File: config.mk
export PLATFORM = sky130hd
export DESIGN_NAME = wload_seq_ctrl
export DESIGN_NICKNAME = d
export VERILOG_FILES = /design/src/rtl/wload_seq_ctrl_pkg.sv /design/src/rtl/wload_seq_ctrl_tc_counter.sv /design/src/rtl/wload_seq_ctrl.sv
export SDC_FILE = /design/constraint.sdc
export NUM_CORES = 1
export LEC_CHECK = 0
export BUFFER_PORTS_ARGS = -buffer_cell sky130_fd_sc_hd__buf_2
export CAP_MARGIN = 20
export CORE_UTILIZATION = 42
export CTS_CLUSTER_SIZE = 12
export DETAILED_ROUTE_END_ITERATION = 10
export PLACE_DENSITY = 0.66
export SLEW_MARGIN = 20
export SYNTH_ARGS = -nofsm -noshare
export SYNTH_HDL_FRONTEND = slang
export SYNTH_SLANG_ARGS = --single-unit
File: constraint.sdc
create_clock -name clk -period 2.2 [get_ports clk]
set_clock_uncertainty 0.05 [all_clocks]
set_input_delay 0.33 -clock clk [delete_from_list [all_inputs] [get_ports clk]]
set_output_delay 0.33 -clock clk [all_outputs]
set_load 0.1 [all_outputs]
File: src/rtl/wload_seq_ctrl_pkg.sv
// Shared types for the weight-load sequencer: FSM state encoding.
package wload_pkg;
    typedef enum logic [2:0] {
        IDLE    = 3'd0,
        CLEAR   = 3'd1,
        LOAD    = 3'd2,
        COMPUTE = 3'd3,
        FIN     = 3'd4
    } wl_state_t;
endpackage

File: src/rtl/wload_seq_ctrl_tc_counter.sv
// Up-counter with synchronous clear (priority over enable) and a terminal-count flag
// that is high while the next increment would reach the runtime limit.
module wl_tc_counter #(
    parameter int W = 8
) (
    input  logic         clk,
    input  logic         rst_n,
    input  logic         i_clr,
    input  logic         i_en,
    input  logic [W-1:0] i_limit,
    output logic         o_tc
);
    logic [W-1:0] r_count;
    logic [W:0]   w_next;

    assign w_next = {1'b0, r_count} + {{W{1'b0}}, 1'b1};
    assign o_tc   = (w_next == {1'b0, i_limit});

    // Count register: clear wins over enable.
    always_ff @(posedge clk or negedge rst_n) begin
        if (!rst_n) begin
            r_count <= '0;
        end else if (i_clr) begin
            r_count <= '0;
        end else if (i_en) begin
            r_count <= w_next[W-1:0];
        end else begin
            r_count <= r_count;
        end
    end
endmodule

File: src/rtl/wload_seq_ctrl.sv
// Weight-load sequencer: clears the column chain, shifts ROWS weights per tile,
// holds them for a compute window, repeats for cfg_tiles tiles, then pulses done.
module wload_seq_ctrl
    import wload_pkg::*;
#(
    parameter int WIDTH  = 16,
    parameter int ROWS   = 8,
    parameter int CWIDTH = 8,
    parameter int TWIDTH = 16
) (
    input  logic              clk,
    input  logic              rst_n,
    input  logic              start,
    input  logic              abort,
    input  logic [TWIDTH-1:0] cfg_tiles,
    input  logic [CWIDTH-1:0] cfg_cycles,
    input  logic              s_valid,
    output logic              s_ready,
    input  logic [WIDTH-1:0]  s_data,
    output logic              o_shift_en,
    output logic              o_clr,
    output logic [WIDTH-1:0]  o_data,
    output logic              o_comp_en,
    output logic              busy,
    output logic              done
);
    localparam int BW = $clog2(ROWS + 1);
    localparam logic [BW-1:0] ROWS_L = BW'(ROWS);

    wl_state_t         r_state;
    wl_state_t         w_next_state;
    logic              r_aborting;
    logic [TWIDTH-1:0] r_tiles;
    logic [CWIDTH-1:0] r_cycles;
    logic [CWIDTH:0]   w_cyc_limit;
    logic              w_abort_act, w_ready, w_hs, w_comp;
    logic              w_beat_tc, w_cyc_tc, w_tile_tc;

    assign w_abort_act = abort && (r_state != IDLE);
    assign w_hs        = w_ready && s_valid;
    assign w_comp      = (r_state == COMPUTE);
    // A programmed window of zero means the full 2**CWIDTH cycles.
    assign w_cyc_limit = (r_cycles == '0) ? {1'b1, {CWIDTH{1'b0}}} : {1'b0, r_cycles};

    wl_tc_counter #(.W(BW)) u_beat_cnt (
        .clk(clk), .rst_n(rst_n),
        .i_clr(w_abort_act || (w_hs && w_beat_tc)), .i_en(w_hs),
        .i_limit(ROWS_L), .o_tc(w_beat_tc)
    );

    wl_tc_counter #(.W(CWIDTH + 1)) u_cyc_cnt (
        .clk(clk), .rst_n(rst_n),
        .i_clr(w_abort_act || (w_comp && w_cyc_tc)), .i_en(w_comp),
        .i_limit(w_cyc_limit), .o_tc(w_cyc_tc)
    );

    wl_tc_counter #(.W(TWIDTH)) u_tile_cnt (
        .clk(clk), .rst_n(rst_n),
        .i_clr(w_abort_act || (r_state == CLEAR)), .i_en(w_comp && w_cyc_tc),
        .i_limit(r_tiles), .o_tc(w_tile_tc)
    );

    // State register, abort marker and job configuration latched at start.
    always_ff @(posedge clk or negedge rst_n) begin
        if (!rst_n) begin
            r_state    <= IDLE;
            r_aborting <= 1'b0;
            r_tiles    <= '0;
            r_cycles   <= '0;
        end else begin
            r_state <= w_next_state;
            if (w_abort_act) begin
                r_aborting <= 1'b1;
            end else if (r_state == CLEAR) begin
                r_aborting <= 1'b0;
            end else begin
                r_aborting <= r_aborting;
            end
            if ((r_state == IDLE) && start) begin
                r_tiles  <= cfg_tiles;
                r_cycles <= cfg_cycles;
            end else begin
                r_tiles  <= r_tiles;
                r_cycles <= r_cycles;
            end
        end
    end

    // Next-state logic; abort outranks every other transition.
    always_comb begin
        w_next_state = r_state;
        if (w_abort_act) begin
            w_next_state = CLEAR;
        end else begin
            case (r_state)
                IDLE: begin
                    if (start) begin
                        w_next_state = (cfg_tiles != '0) ? CLEAR : FIN;
                    end else begin
                        w_next_state = IDLE;
                    end
                end
                CLEAR:   w_next_state = r_aborting ? IDLE : LOAD;
                LOAD: begin
                    if (w_hs && w_beat_tc) begin
                        w_next_state = COMPUTE;
                    end else begin
                        w_next_state = LOAD;
                    end
                end
                COMPUTE: begin
                    if (w_cyc_tc) begin
                        w_next_state = w_tile_tc ? FIN : LOAD;
                    end else begin
                        w_next_state = COMPUTE;
                    end
                end
                FIN:     w_next_state = IDLE;
                default: w_next_state = IDLE;
            endcase
        end
    end

    // Output decode from state plus the live handshake.
    always_comb begin
        w_ready   = 1'b0;
        o_clr     = 1'b0;
        o_comp_en = 1'b0;
        done      = 1'b0;
        busy      = (r_state != IDLE);
        case (r_state)
            CLEAR:   o_clr     = 1'b1;
            LOAD:    w_ready   = !abort;
            COMPUTE: o_comp_en = 1'b1;
            FIN:     done      = !abort;
            default: w_ready   = 1'b0;
        endcase
    end

    assign s_ready    = w_ready;
    assign o_shift_en = w_hs;
    assign o_data     = s_data;
endmodule

* Word level (Yosys, flattened, before mapping)
Index checks and enable logic that the tools add are counted.
Widths: inputs -> output; s select.
** Storage, ports and cells
- Flip-flop bits (word level) :: 57
- Latch bits :: 0
- Memory bits (writable) :: 0
- Bits in read-only memories :: 0
- Input bits :: 45
- Output and inout bits :: 22
- Logic and storage cells :: 55
- Memories kept :: 0
** Operators by class
- $add $sub $neg :: 3
- $mul :: 0
- Divide/modulo/power cells :: 0
- Magnitude comparators :: 0
- Equal/unequal tests :: 7
- Shift operators :: 0
- Muxes and demuxes :: 21
- Bitwise gates (word level) :: 0
- Reduce and logical (&&, ||, !) cells :: 17
** Operator list (number)
- $mux 16 :: 2
- $mux 9 :: 3
- $add 16x1->17 const B :: 1
- $eq 17x16->1 :: 1
- $reduce_bool 16->1 :: 1
- $mux 3 :: 5
- $pmux 3 s4 :: 1
- $add 9x1->10 const B :: 1
- $eq 10x9->1 :: 1
- $logic_not 8->1 :: 1
- $mux 4 :: 2
- $reduce_bool 2->1 :: 4
- $mux 1 :: 7
- $eq 3x2->1 const B :: 2
- $add 4x1->5 const B :: 1
- $eq 5x4->1 const B :: 1
- $logic_and 1x1->1 :: 5
- $eq 3x1->1 const B :: 1
- $eq 3x3->1 const B :: 1
- $logic_not 3->1 :: 1
- $logic_or 1x1->1 :: 3
- $reduce_bool 3->1 :: 1
- $mux 2 :: 1
- $logic_not 1->1 :: 1

* Logic depth before layout (Yosys ltp)
Gate-level depths: netlist (run 1).
- Depth in word-level cells :: 7
- Gate-level depth with buffers :: 8
- Mapped depth without buffers :: 7

* Modules after synthesis
Synthesis (run 1) repeated with hierarchy kept, for this count alone.
** Unflattened totals
- Cells, all modules :: 372
- Area, all modules :: 3657.3 µm²
** By module, submodules not included
- wload_seq_ctrl :: times used 1, cells each 115, area each 1403.8 µm², seq. area each 700.7 µm²
- wl_tc_counter (u_tile_cnt) :: times used 1, cells each 152, area each 1280.0 µm², seq. area each 400.4 µm²
- wl_tc_counter (u_cyc_cnt) :: times used 1, cells each 79, area each 714.4 µm², seq. area each 225.2 µm²
- wl_tc_counter (u_beat_cnt) :: times used 1, cells each 26, area each 259.0 µm², seq. area each 100.1 µm²

* Worst setup path before layout (run 1)
No wires, ideal clock.
- Kind :: register to register
- From :: register r_state[0]
- To :: register u_beat_cnt.r_count[0]
- Library setup time :: 137 ps
- Arrival :: 5545 ps
- Data required time :: 2013 ps
- Path slack :: -3532 ps
- Stages on the path, launching flop included :: 7
- Path buffers :: 1
- Period minus slack after synthesis :: 5732 ps
- Path through :: dfrtp_1 nor4b_1 and2_1 clkbuf_1 nand2_1 o21ai_0 nor2_1
** Between the ends
- Longest elaborated chain between the ends :: 6
- Elaborated cells on any way between the ends :: 9
- Those cells by class :: 1 x eq/ne; 2 x mux; 6 x reduce/logical
** Ends and longest elaborated chain
- from (decl) :: RTL line wload_seq_ctrl.sv:30 : wl_state_t r_state;
- from (signal assigned) :: RTL line wload_seq_ctrl.sv:71 : r_state <= w_next_state;
- $eq 3x2->1 (*) :: RTL line wload_seq_ctrl.sv:131 : case (r_state)
- $mux 1 (*) :: RTL line wload_seq_ctrl.sv:131
- via s_ready :: RTL line wload_seq_ctrl.sv:18 : output logic s_ready,
- $logic_and 1x1->1 (*) :: RTL line wload_seq_ctrl.sv:40 : assign w_hs = w_ready && s_valid;
- via o_shift_en :: RTL line wload_seq_ctrl.sv:20 : output logic o_shift_en,
- $logic_and 1x1->1 :: RTL line wload_seq_ctrl.sv:47 : .i_clr(w_abort_act || (w_hs && w_beat_tc)), .i_en(w_hs),
- $logic_or 1x1->1 :: RTL line wload_seq_ctrl.sv:47
- $mux 4 or $reduce_bool 2->1 (tied branches)
- to (signal assigned) :: RTL line wload_seq_ctrl_tc_counter.sv:26 : r_count <= w_next[W-1:0];
- to (signal assigned) :: RTL line wload_seq_ctrl_tc_counter.sv:28 : r_count <= r_count;
- to (decl) :: RTL line wload_seq_ctrl_tc_counter.sv:13 : logic [W-1:0] r_count;
The timed path passes the listed nets; every way through them passes the cells marked *.
A chain may end at the register's enable or synchronous reset.

* Worst setup path in the final report (run 1)
- From :: register u_cyc_cnt.r_count[3]
- To :: register u_tile_cnt.r_count[3]
** Between the ends
- Longest elaborated chain between the ends :: 4
** Ends and longest elaborated chain
- from (decl) :: RTL line wload_seq_ctrl_tc_counter.sv:13
- from (signal assigned) :: RTL line wload_seq_ctrl_tc_counter.sv:26
- from (signal assigned) :: RTL line wload_seq_ctrl_tc_counter.sv:28
- $add 9x1->10 :: RTL line wload_seq_ctrl_tc_counter.sv:16 : assign w_next = {1'b0, r_count} + {{W{1'b0}}, 1'b1};
- $eq 10x9->1 :: RTL line wload_seq_ctrl_tc_counter.sv:17 : assign o_tc = (w_next == {1'b0, i_limit});
- $logic_and 1x1->1 :: RTL line wload_seq_ctrl.sv:59 : .i_clr(w_abort_act || (r_state == CLEAR)), .i_en(w_comp && w_cyc_tc),
- $reduce_bool 2->1 (no line)
- to (signal assigned) :: RTL line wload_seq_ctrl_tc_counter.sv:26
- to (signal assigned) :: RTL line wload_seq_ctrl_tc_counter.sv:28
- to (decl) :: RTL line wload_seq_ctrl_tc_counter.sv:13
Every way passes these cells.

==> results of run 1 <==
==> flip-flops by register name, indices dropped and copies added, names as in the netlist <==
signal	count
r_tiles	16
u_tile_cnt.r_count	16
u_cyc_cnt.r_count	9
r_cycles	8
u_beat_cnt.r_count	4
r_state	3
r_aborting	1
==> path summary, 6_finish.rpt <==
check,startpoint,end,cells after the start
setup / recovery,u_cyc_cnt.r_count[3],u_tile_cnt.r_count[3],5
hold / removal,cfg_cycles[0],r_cycles[0],2
setup reg to reg,u_cyc_cnt.r_count[3],u_tile_cnt.r_count[3],5
hold reg to reg,r_tiles[15],r_tiles[15],1
max in group asynchronous,rst_n,r_state[1],3
min in group asynchronous,rst_n,u_tile_cnt.r_count[3],2
==> stage by stage <==
step                 util  hold WS [ns]
floorplan               -       -0.0156
global placement    0.515         0.232
detailed placement  0.515         0.232
CTS                 0.562         0.162
global route        0.564         0.170
finish              0.564         0.172
==> placed cells by master, fill, tap and decap left out, types with 11 or more instances in the layout <==
master / instances
buf_2: 33
buf_4: 62
clkbuf_8: 11
dfrtp_1: 54
inv_1: 15
mux2_2: 24
nand2_1: 19
nor2_1: 26
nor3_1: 13
o211ai_1: 13
o21ai_0: 19
xnor2_1: 21
xor2_1: 16
==> worst max-delay path, cell delays in order (launching register included) <==
cell      delay (ns)
dfrtp_1         0.40
nand4_1         0.17
or4_4           0.55
a2111o_1        0.47
or4_1           0.54
a21oi_1         0.13
==> area by class of cell <==
cell class,instances,area [um^2]
fillers,727,3590
inverters,15,56.3
repair buffers,101,711
well taps,105,131
clock inverters,4,51.3
multi-input cells,274,2100
clock buffers,12,155
flip-flops and latches,57,1430
==> routing by layer <==
metal / track usage / vias to the layer above / share of wire
met5: 0 / - / 0
met4: 0.0769 / 0 / 0.017
met3: 0.0429 / 22 / 0.043
met2: 0.370 / 81 / 0.49
met1: 0.290 / 1449 / 0.45
li1: - / 1508 / -
==> cell families after synthesis <==
group	after synthesis	share of synthesized area
and+or+nand+nor	135	0.210
muxes	30	0.0923
buffers and inverters	47	0.0717
adders and majority gates	4	0.0140
DFF	57	0.399
xor gates and xnor gates	38	0.0930
AOI/OAI and AO/OA	67	0.121
==> timing repair <==
action                                 4_1_cts  5_1_grt
endpoints found under the hold margin       14        0
hold buffers                                 1        0
pin swaps                                   16        1
setup endpoints to repair                   29       29
gates resized for setup                     22        4
setup buffers                                9        0
gates cloned                                 1        0
==> power groups by stage <==
stage | Combinational, mW | Clock [mW] | Sequential, mW
6_report | 1.89 | 1.01 | 1.58
5_1_grt | 2.05 | 1.08 | 1.63
4_1_cts | 1.88 | 1.04 | 1.58
3_5_place_dp | 1.76 | 0 | 1.59
3_3_place_gp | 1.72 | 0 | 1.57
2_1_floorplan | 1.36 | 0 | 1.55
==> qor.yml, run 1 <==
outcome:
  status: "complete, but fails checks"
  violations: "negative setup slack"
place:
  dp_hpwl_um: 6610
  port_buffers: 34
  place.gp.congestion: 0.842
  dp_slack_ns: -0.244
  placed_cell_area_um2: 4230
  place_inst: 541
pwr:
  net-switching-power_mw: 1.70
  finalPower_mw: 4.49
  peakVddDrop_mv: 0.527
  power_frac_clock: 0.226
  comb_power_share: 0.422
  p_seq_frac: 0.353
  intPower_mw: 2.79
  power_density_nw_per_um2: 969
  switching_share: 0.378
  p_leak_nw: 1.95
synth:
  synth_seq_cells: 57
  synth.cell_area_um2: 3580
  synth_top_area_cell: "dfrtp_1"
  synth_ff_type: "dfrtp_1"
  synth_nets: 427
  syn_area_per_cell_um2: 9.47
  yosysMostFrequentCell: "dfrtp_1"
  synth_area_leaders: "dfrtp_1 (40%), mux2_2 (7.6%), xnor2_1 (5.4%), xor2_1 (3.9%), o21ai_0 (3.4%)"
  async_reset_ff_frac: 1.00
  yosys_warnings: 0
  synthDominantCellAreaShare: 0.399
  synth_cell_types: 55
  synth_edf_count: 0
  seq_area_frac_synth: 0.399
  syn-instance-count: 378
  ys_top_cells_by_count: "dfrtp_1 (57), nor2_1 (29), mux2_2 (24), o21ai_0 (24), xnor2_1 (22)"
cells_and_area:
  synthToLayoutAreaGrowth_pct: 29.4
  n_antenna_cell: 0
  finalNonFillerCells: 568
  drive_gt1_frac: 0.391
  finalInstanceArea_um2: 4630
  fin_nets: 507
clock_network:
  cts_buffer_depth: 2
  clk_pin_slew_ns: 0.07
  cts_buffers: 9
  worst_skew_pair.late_latency_ns: 0.34
  clkSinkCount: 57
  cts_tree: "yes"
  cts.htree.levels: 3
  cts-root-buf: "clkbuf_8"
timing:
  hold_viol: 0
  finalCritPeriodShare: 1.08
  slew_violations: 0
  fmax_mhz: 420
  fin_tns_setup_ns: -2.11
  fin_ws_ns: -0.179
  worst-slew-pin-transition_ns: 0.534
  slew_headroom: 0.641
  fin_crit_ns: 2.38
  finalSetupViolCount: 24
  rsz0062_at_grt: "true"
detailed_routing:
  vias_per_cell: 5.39
  ant_nets: 0
  dr.pass1.iters: 4
  drt_wl_total_um: 8980
  drtIter0Drc: 167
  drc_errors: 0
  vias: 3060
  wl_per_cell_um: 15.8
worst_setup_path:
  cp.required_ns: 2.42
  cp-start-kind: "flip-flop"
  crit_arrival_ns: 2.60
  r2r_setup_slack_ns: -0.18
  critPathKind: "reg2reg"
  crit_fanout: 8
  worst_setup_path_end_kind: "flip-flop"
floorplanning:
  initial_core_util: 0.436
  core_um2: 8220
  dieWidth_um: 94.3
  dieArea_um2: 8890
  die_h_um: 94.3
  rows: 33
  pin_count: 67
min_path:
  min_path_type: "in2reg"
global_route:
  track_usage: 0.223
  grt_max_degree: 32
  grt_pass1_vias: 3100
  antenna_found_initial: 0
  grt_pass1_wl_um: 15100
  grt-ovfl-total: 0
flow_run:
  cap_violations: 0
Note: power is estimated with default switching activity, not from simulation.
==> run 2, diff against run 1 <==
Settings changed: PLACE_DENSITY 0.66 to default.
Clock period 2.2 ns to 2.43 ns, I/O delays scaled along.
==> qor.yml, run 2 (synthesized netlist as in run 1, its figures left out) <==
detailed_routing:
  wl_per_cell_um: 15.9  # was 15.8 um
  drt_wl_total_um: 8720  # was 8980 um
  drc_errors: 0  # unchanged
  wl_met3_um: 444  # was 386 um
  vias: 3002  # was 3060
  dr_wl_met2_um: 4190  # was 4390 um
  ant_nets: 0  # unchanged
  top_layer_used: "met4"  # unchanged
  vias_per_cell: 5.48  # was 5.39
  drt-met1-wl_um: 3920  # was 4040 um
  dr.pass1.iters: 4  # unchanged
  drtIter0Drc: 234  # was 167
global_route:
  antenna_found_initial: 0  # unchanged
  grt_pass1_vias: 3067  # was 3100
  grt_max_degree: 36  # was 32
  track_usage: 0.217  # was 0.223
  grt_pass1_wl_um: 14700  # was 15100 um
  grt-ovfl-total: 0  # unchanged
pwr:
  intPower_mw: 2.59  # was 2.79 mW
  finalPower_mw: 4.12  # was 4.49 mW
  p_seq_frac: 0.351  # was 0.353
  peakVddDrop_mv: 0.541  # was 0.527 mV
  net-switching-power_mw: 1.53  # was 1.70 mW
  switching_share: 0.371  # was 0.378
  comb_power_share: 0.399  # was 0.422
  power_frac_clock: 0.250  # was 0.226
  p_leak_nw: 1.84  # was 1.95 nW
  power_density_nw_per_um2: 922  # was 969 nW/um^2
floorplanning:
  initial_core_util: 0.436  # unchanged
  rows: 33  # unchanged
  core_um2: 8220  # unchanged
  dieArea_um2: 8890  # unchanged
  dieWidth_um: 94.3  # unchanged
  die_h_um: 94.3  # unchanged
  pin_count: 67  # unchanged
cells_and_area:
  multi_input_area_um2: 2060  # was 2100 um^2
  n_antenna_cell: 0  # unchanged
  final_cell_mix: "dfrtp_1 (52), buf_4 (44), buf_2 (34)"  # was buf_4 (62), dfrtp_1 (54), buf_2 (33)
  final_common_cell: "dfrtp_1"  # was buf_4
  seq_area_um2: 1430  # about the same
  fin_nets: 487  # was 507
  finish.utilization: 0.543  # was 0.564
  synthToLayoutAreaGrowth_pct: 24.7  # was 29.4%
  nFillCells: 766  # was 727
  drive_gt1_frac: 0.361  # was 0.391
  reg_top3: "r_tiles x16, u_tile_cnt.r_count x16, u_cyc_cnt.r_count x9"  # unchanged
worst_setup_path:
  crit_start: "r_cycles[3]"  # was u_cyc_cnt.r_count[3]
  cp.required_ns: 2.65  # was 2.42 ns
  worst_setup_path_end_kind: "flip-flop"  # unchanged
  path_cells: "xnor2_2 > or4_4 > a2111o_1 > or4_1 > a21oi_1"  # was nand4_1 > or4_4 > a2111o_1 > or4_1 > a21oi_1
  cpMaxStageDelayCell: "or4_1"  # was or4_4
  critPathKind: "reg2reg"  # unchanged
  crit_fanout: 8  # unchanged
  r2r_start: "r_cycles[3]"  # was u_cyc_cnt.r_count[3]
  cp-start-kind: "flip-flop"  # unchanged
  max_stage_delay_ns: 0.55  # about the same
  crit_arrival_ns: 2.70  # was 2.60 ns
outcome:
  violations: "negative setup slack"  # unchanged
  status: "complete, but fails checks"  # unchanged
min_path:
  min_path_type: "in2reg"  # unchanged
  min-delay-start: "cfg_cycles[1]"  # was cfg_cycles[0]
timing:
  worst-slew-pin-transition_ns: 0.564  # was 0.534 ns
  slew_headroom: 0.621  # was 0.641
  fin_tns_setup_ns: -0.0834  # was -2.11 ns
  fin_crit_ns: 2.48  # was 2.38 ns
  finalSetupViolCount: 3  # was 24
  fin_ws_ns: -0.0475  # was -0.179 ns
  finalCritPeriodShare: 1.02  # was 1.08
  hold_viol: 0  # unchanged
  rsz0062_at_grt: "true"  # unchanged
  fmax_mhz: 404  # was 420 MHz
  slew_violations: 0  # unchanged
place:
  dp_slack_ns: -0.0331  # was -0.244 ns
  place.gp.congestion: 0.855  # was 0.842
  dp_hpwl_um: 6290  # was 6610 um
  port_buffers: 34  # unchanged
flow_run:
  cap_violations: 0  # unchanged
clock_network:
  clkSinkCount: 57  # unchanged
  cts_tree: "yes"  # unchanged
  cts_buffers: 9  # unchanged
  clk_pin_slew_ns: 0.07  # about the same
  cts_buffer_depth: 2  # unchanged
  cts.htree.levels: 3  # unchanged
  cts-root-buf: "clkbuf_8"  # unchanged
  worst_skew_pair.late_latency_ns: 0.35  # was 0.34 ns
==> run 2: final timing paths <==
check / end / depth (start not counted) / slack, ns
max in group asynchronous: r_cycles[7] / 3 / 1.23
worst max-delay path: u_tile_cnt.r_count[3] / 5 / -0.05
worst min-delay path: r_cycles[1] / 2 / 0.20
worst min register to register: r_tiles[0] / 1 / 0.48
min in group asynchronous: u_tile_cnt.r_count[1] / 2 / 0.50
worst max register to register: u_tile_cnt.r_count[3] / 5 / -0.05
==> run 2: power by group through the flow <==
stage / sequential (mW) / clock, mW / combinational [mW]
2_1_floorplan: 1.40 / 0 / 1.22
3_3_place_gp: 1.43 / 0 / 1.53
3_5_place_dp: 1.43 / 0 / 1.55
4_1_cts: 1.43 / 1.04 / 1.58
5_1_grt: 1.49 / 1.09 / 1.78
6_report: 1.44 / 1.03 / 1.64
==> run 2: final cells by class <==
| cell class | count | area share |
|---|---|---|
| flip-flops and latches | 57 | 0.321 |
| clock inverters | 5 | 0.0174 |
| well taps | 105 | 0.0294 |
| clock buffers | 11 | 0.0339 |
| inverters | 15 | 0.0135 |
| multi-input cells | 274 | 0.461 |
| repair buffers | 81 | 0.123 |
==> run 2: worst max-delay path: cells and delay by family (launching register included) <==
| kind | cells | cell delay (ns) |
|---|---|---|
| AO/OA/AOI/OAI | 2 | 0.66 |
| flip-flops | 1 | 0.43 |
| XOR/XNOR | 1 | 0.17 |
| AND/OR/NAND/NOR | 2 | 1.09 |
==> run 2: metrics by stage <==
step | hold slack (ns) | area (um^2) | std cells
floorplan | 0.0189 | 3660 | 378
global placement | 0.337 | 4070 | 525
detailed placement | 0.335 | 4070 | 525
CTS | 0.204 | 4340 | 544
global route | 0.203 | 4460 | 548
finish | 0.202 | 4460 | 548
==> run 2: layer usage <==
layer	GRT usage	up-vias
met2	0.351	88
met3	0.0307	14
li1	-	1464
met1	0.291	1436
met4	0.0872	0
met5	0	-
==> run 2: repair_timing <==
| item | in CTS | in global routing |
|---|---|---|
| gates resized for setup | 5 | 20 |
| cloned | 0 | 1 |
| pin swaps | 2 | 10 |
| endpoints found under the hold margin | 22 | 0 |
| endpoints found under the setup margin | 15 | 27 |
| hold buffers | 1 | 0 |
| setup buffers | 2 | 3 |
==> run 3, diff against run 2 <==
Settings changed: CORE_UTILIZATION 42 to 40.
==> qor.yml, run 3 (synthesized netlist as in run 1, its figures left out) <==
outcome:
  status: "complete, but fails checks"  # unchanged
  violations: "negative setup slack"  # unchanged
worst_setup_path:
  cpMaxStageDelayCell: "or4_4"  # was or4_1
  r2r_start: "u_cyc_cnt.r_count[3]"  # was r_cycles[3]
  timing.critical_path.depth: 5  # unchanged
  reg2reg_to: "u_tile_cnt.r_count[3]"  # unchanged
  path_delay_family: "simple AND/OR/NAND/NOR gates"  # unchanged
  worstRegToRegCells: 5  # unchanged
  critical_path_buf_inv_count: 0  # unchanged
  crit_start: "u_cyc_cnt.r_count[3]"  # was r_cycles[3]
  path_cells: "nand4_1 > or4_4 > a2111o_1 > or4_4 > a21oi_2"  # was xnor2_2 > or4_4 > a2111o_1 > or4_1 > a21oi_1
  cp.required_ns: 2.65  # about the same
  r2r_setup_slack_ns: -0.01  # was -0.05 ns
  cp-start-kind: "flip-flop"  # unchanged
  max_stage_delay_ns: 0.57  # was 0.55 ns
  worst_setup_path_end_kind: "flip-flop"  # unchanged
  critPathKind: "reg2reg"  # unchanged
  crit_fanout: 7  # was 8
  crit_arrival_ns: 2.66  # was 2.70 ns
  crit_top_cell: "or4_4"
timing:
  slew_violations: 0  # unchanged
  slew_headroom: 0.611  # was 0.621
  rsz0062_at_grt: "true"  # unchanged
  fin_crit_ns: 2.44  # was 2.48 ns
  finalCritPeriodShare: 1.01  # was 1.02
  hold_viol: 0  # unchanged
  fmax_mhz: 409  # was 404 MHz
  worst-slew-pin-transition_ns: 0.579  # was 0.564 ns
  fin_tns_setup_ns: -0.0276  # was -0.0834 ns
  whs_ns: 0.200  # was 0.202 ns
  fin_ws_ns: -0.0130  # was -0.0475 ns
  finalSetupViolCount: 3  # unchanged
cells_and_area:
  reg_top3: "r_tiles x16, u_tile_cnt.r_count x16, u_cyc_cnt.r_count x9"  # unchanged
  n_antenna_cell: 0  # unchanged
  final_cell_mix: "dfrtp_1 (55), buf_4 (51), buf_2 (34)"  # was dfrtp_1 (52), buf_4 (44), buf_2 (34)
  drive_gt1_frac: 0.389  # was 0.361
  synthToLayoutAreaGrowth_pct: 27.3  # was 24.7%
  finish.utilization: 0.525  # was 0.543
  final_common_cell: "dfrtp_1"  # unchanged
  seq_area_um2: 1430  # about the same
  multi_input_area_um2: 2090  # was 2060 um^2
  finalInstanceArea_um2: 4560  # was 4460 um^2
  nFillCells: 795  # was 766
  fin_nets: 496  # was 487
place:
  port_buffers: 34  # unchanged
  dp_hpwl_um: 6330  # was 6290 um
  placed_cell_area_um2: 4080  # was 4070 um^2
  place.gp.congestion: 0.837  # was 0.855
pwr:
  finalPower_mw: 4.16  # was 4.12 mW
  p_seq_frac: 0.344  # was 0.351
  net-switching-power_mw: 1.59  # was 1.53 mW
  power_frac_clock: 0.247  # was 0.250
  intPower_mw: 2.57  # was 2.59 mW
  comb_power_share: 0.409  # was 0.399
  peakVddDrop_mv: 0.661  # was 0.541 mV
  switching_share: 0.382  # was 0.371
  power_density_nw_per_um2: 912  # was 922 nW/um^2
  p_leak_nw: 1.89  # was 1.84 nW
global_route:
  grt_pass1_wl_um: 14900  # was 14700 um
  grt_max_degree: 31  # was 36
  grt_pass1_vias: 3011  # was 3067
  track_usage: 0.212  # was 0.217
  antenna_found_initial: 0  # unchanged
  grt-ovfl-total: 0  # unchanged
flow_run:
  cap_violations: 0  # unchanged
detailed_routing:
  vias: 3070  # was 3002
  vias_per_cell: 5.48  # about the same
  ant_nets: 0  # unchanged
  wl_per_cell_um: 16.1  # was 15.9 um
  drc_errors: 0  # unchanged
  dr.pass1.iters: 4  # unchanged
  drt_wl_total_um: 9010  # was 8720 um
  drtIter0Drc: 154  # was 234
clock_network:
  cts_buffer_depth: 2  # unchanged
  worst_skew_pair.late_latency_ns: 0.34  # was 0.35 ns
  cts_tree: "yes"  # unchanged
  clkSinkCount: 57  # unchanged
  cts_buffers: 9  # unchanged
  clk_pin_slew_ns: 0.07  # about the same
  cts-root-buf: "clkbuf_8"  # unchanged
  cts.htree.levels: 3  # unchanged
floorplanning:
  initial_core_util: 0.412  # was 0.436
  dieWidth_um: 96.6  # was 94.3 um
  rows: 34  # was 33
  pin_count: 67  # unchanged
  dieArea_um2: 9330  # was 8890 um^2
  die_h_um: 96.6  # was 94.3 um
  core_um2: 8680  # was 8220 um^2
min_path:
  whs_path_depth: 2  # unchanged
  min_path_type: "in2reg"  # unchanged
  min-delay-start: "cfg_cycles[6]"  # was cfg_cycles[1]
  min_to: "r_cycles[6]"  # was r_cycles[1]
-- run 3: power by group through the flow --
stage / clock (mW) / combinational, mW / sequential, mW
after floorplan: 0 / 1.22 / 1.40
after global placement: 0 / 1.51 / 1.43
after detailed placement: 0 / 1.53 / 1.44
after CTS: 1.04 / 1.62 / 1.43
after global routing: 1.09 / 1.85 / 1.47
final: 1.03 / 1.70 / 1.43
-- run 3: worst max path at each step --
stage                                  end
floorplan                             done
global placement                r_state[1]
detailed placement   u_tile_cnt.r_count[8]
CTS                  u_tile_cnt.r_count[3]
global route        u_tile_cnt.r_count[10]
finish               u_tile_cnt.r_count[3]
-- run 3: through the flow --
step,setup slack (ns),std cells
4_1_cts,-0.0134,556
3_5_place_dp,-0.0673,533
2_1_floorplan,-0.190,378
5_1_grt,-0.114,560
6_report,-0.0130,560
3_3_place_gp,-0.0364,533
-- run 3: area by class of cell --
| cell class | instances | area share |
|---|---|---|
| well taps | 108 | 0.0297 |
| clock buffers | 10 | 0.0302 |
| multi-input cells | 274 | 0.460 |
| flip-flops and latches | 57 | 0.314 |
| inverters | 15 | 0.0132 |
| clock inverters | 6 | 0.0200 |
| repair buffers | 90 | 0.133 |
-- run 3: timing repair --
item | 4_1_cts | 5_1_grt
resized for setup | 11 | 45
gates cloned | 1 | 1
hold buffers | 1 | 0
endpoints found under the hold margin | 15 | 0
endpoints found under the setup margin | 17 | 28
buffers inserted | 5 | 3
pin swaps | 1 | 9
-- run 3: per-layer routing --
layer / vias up / share of wire / global-route usage
met5: - / 0 / 0
met3: 16 / 0.042 / 0.0423
li1: 1487 / - / -
met2: 88 / 0.47 / 0.332
met4: 0 / 0.021 / 0.0797
met1: 1479 / 0.46 / 0.289
-- run 3: worst reg2reg max path, stage by stage (launching register included) --
cell	delay [ns]
dfrtp_2	0.42
nand4_1	0.14
or4_4	0.57
a2111o_1	0.49
or4_4	0.57
a21oi_2	0.13
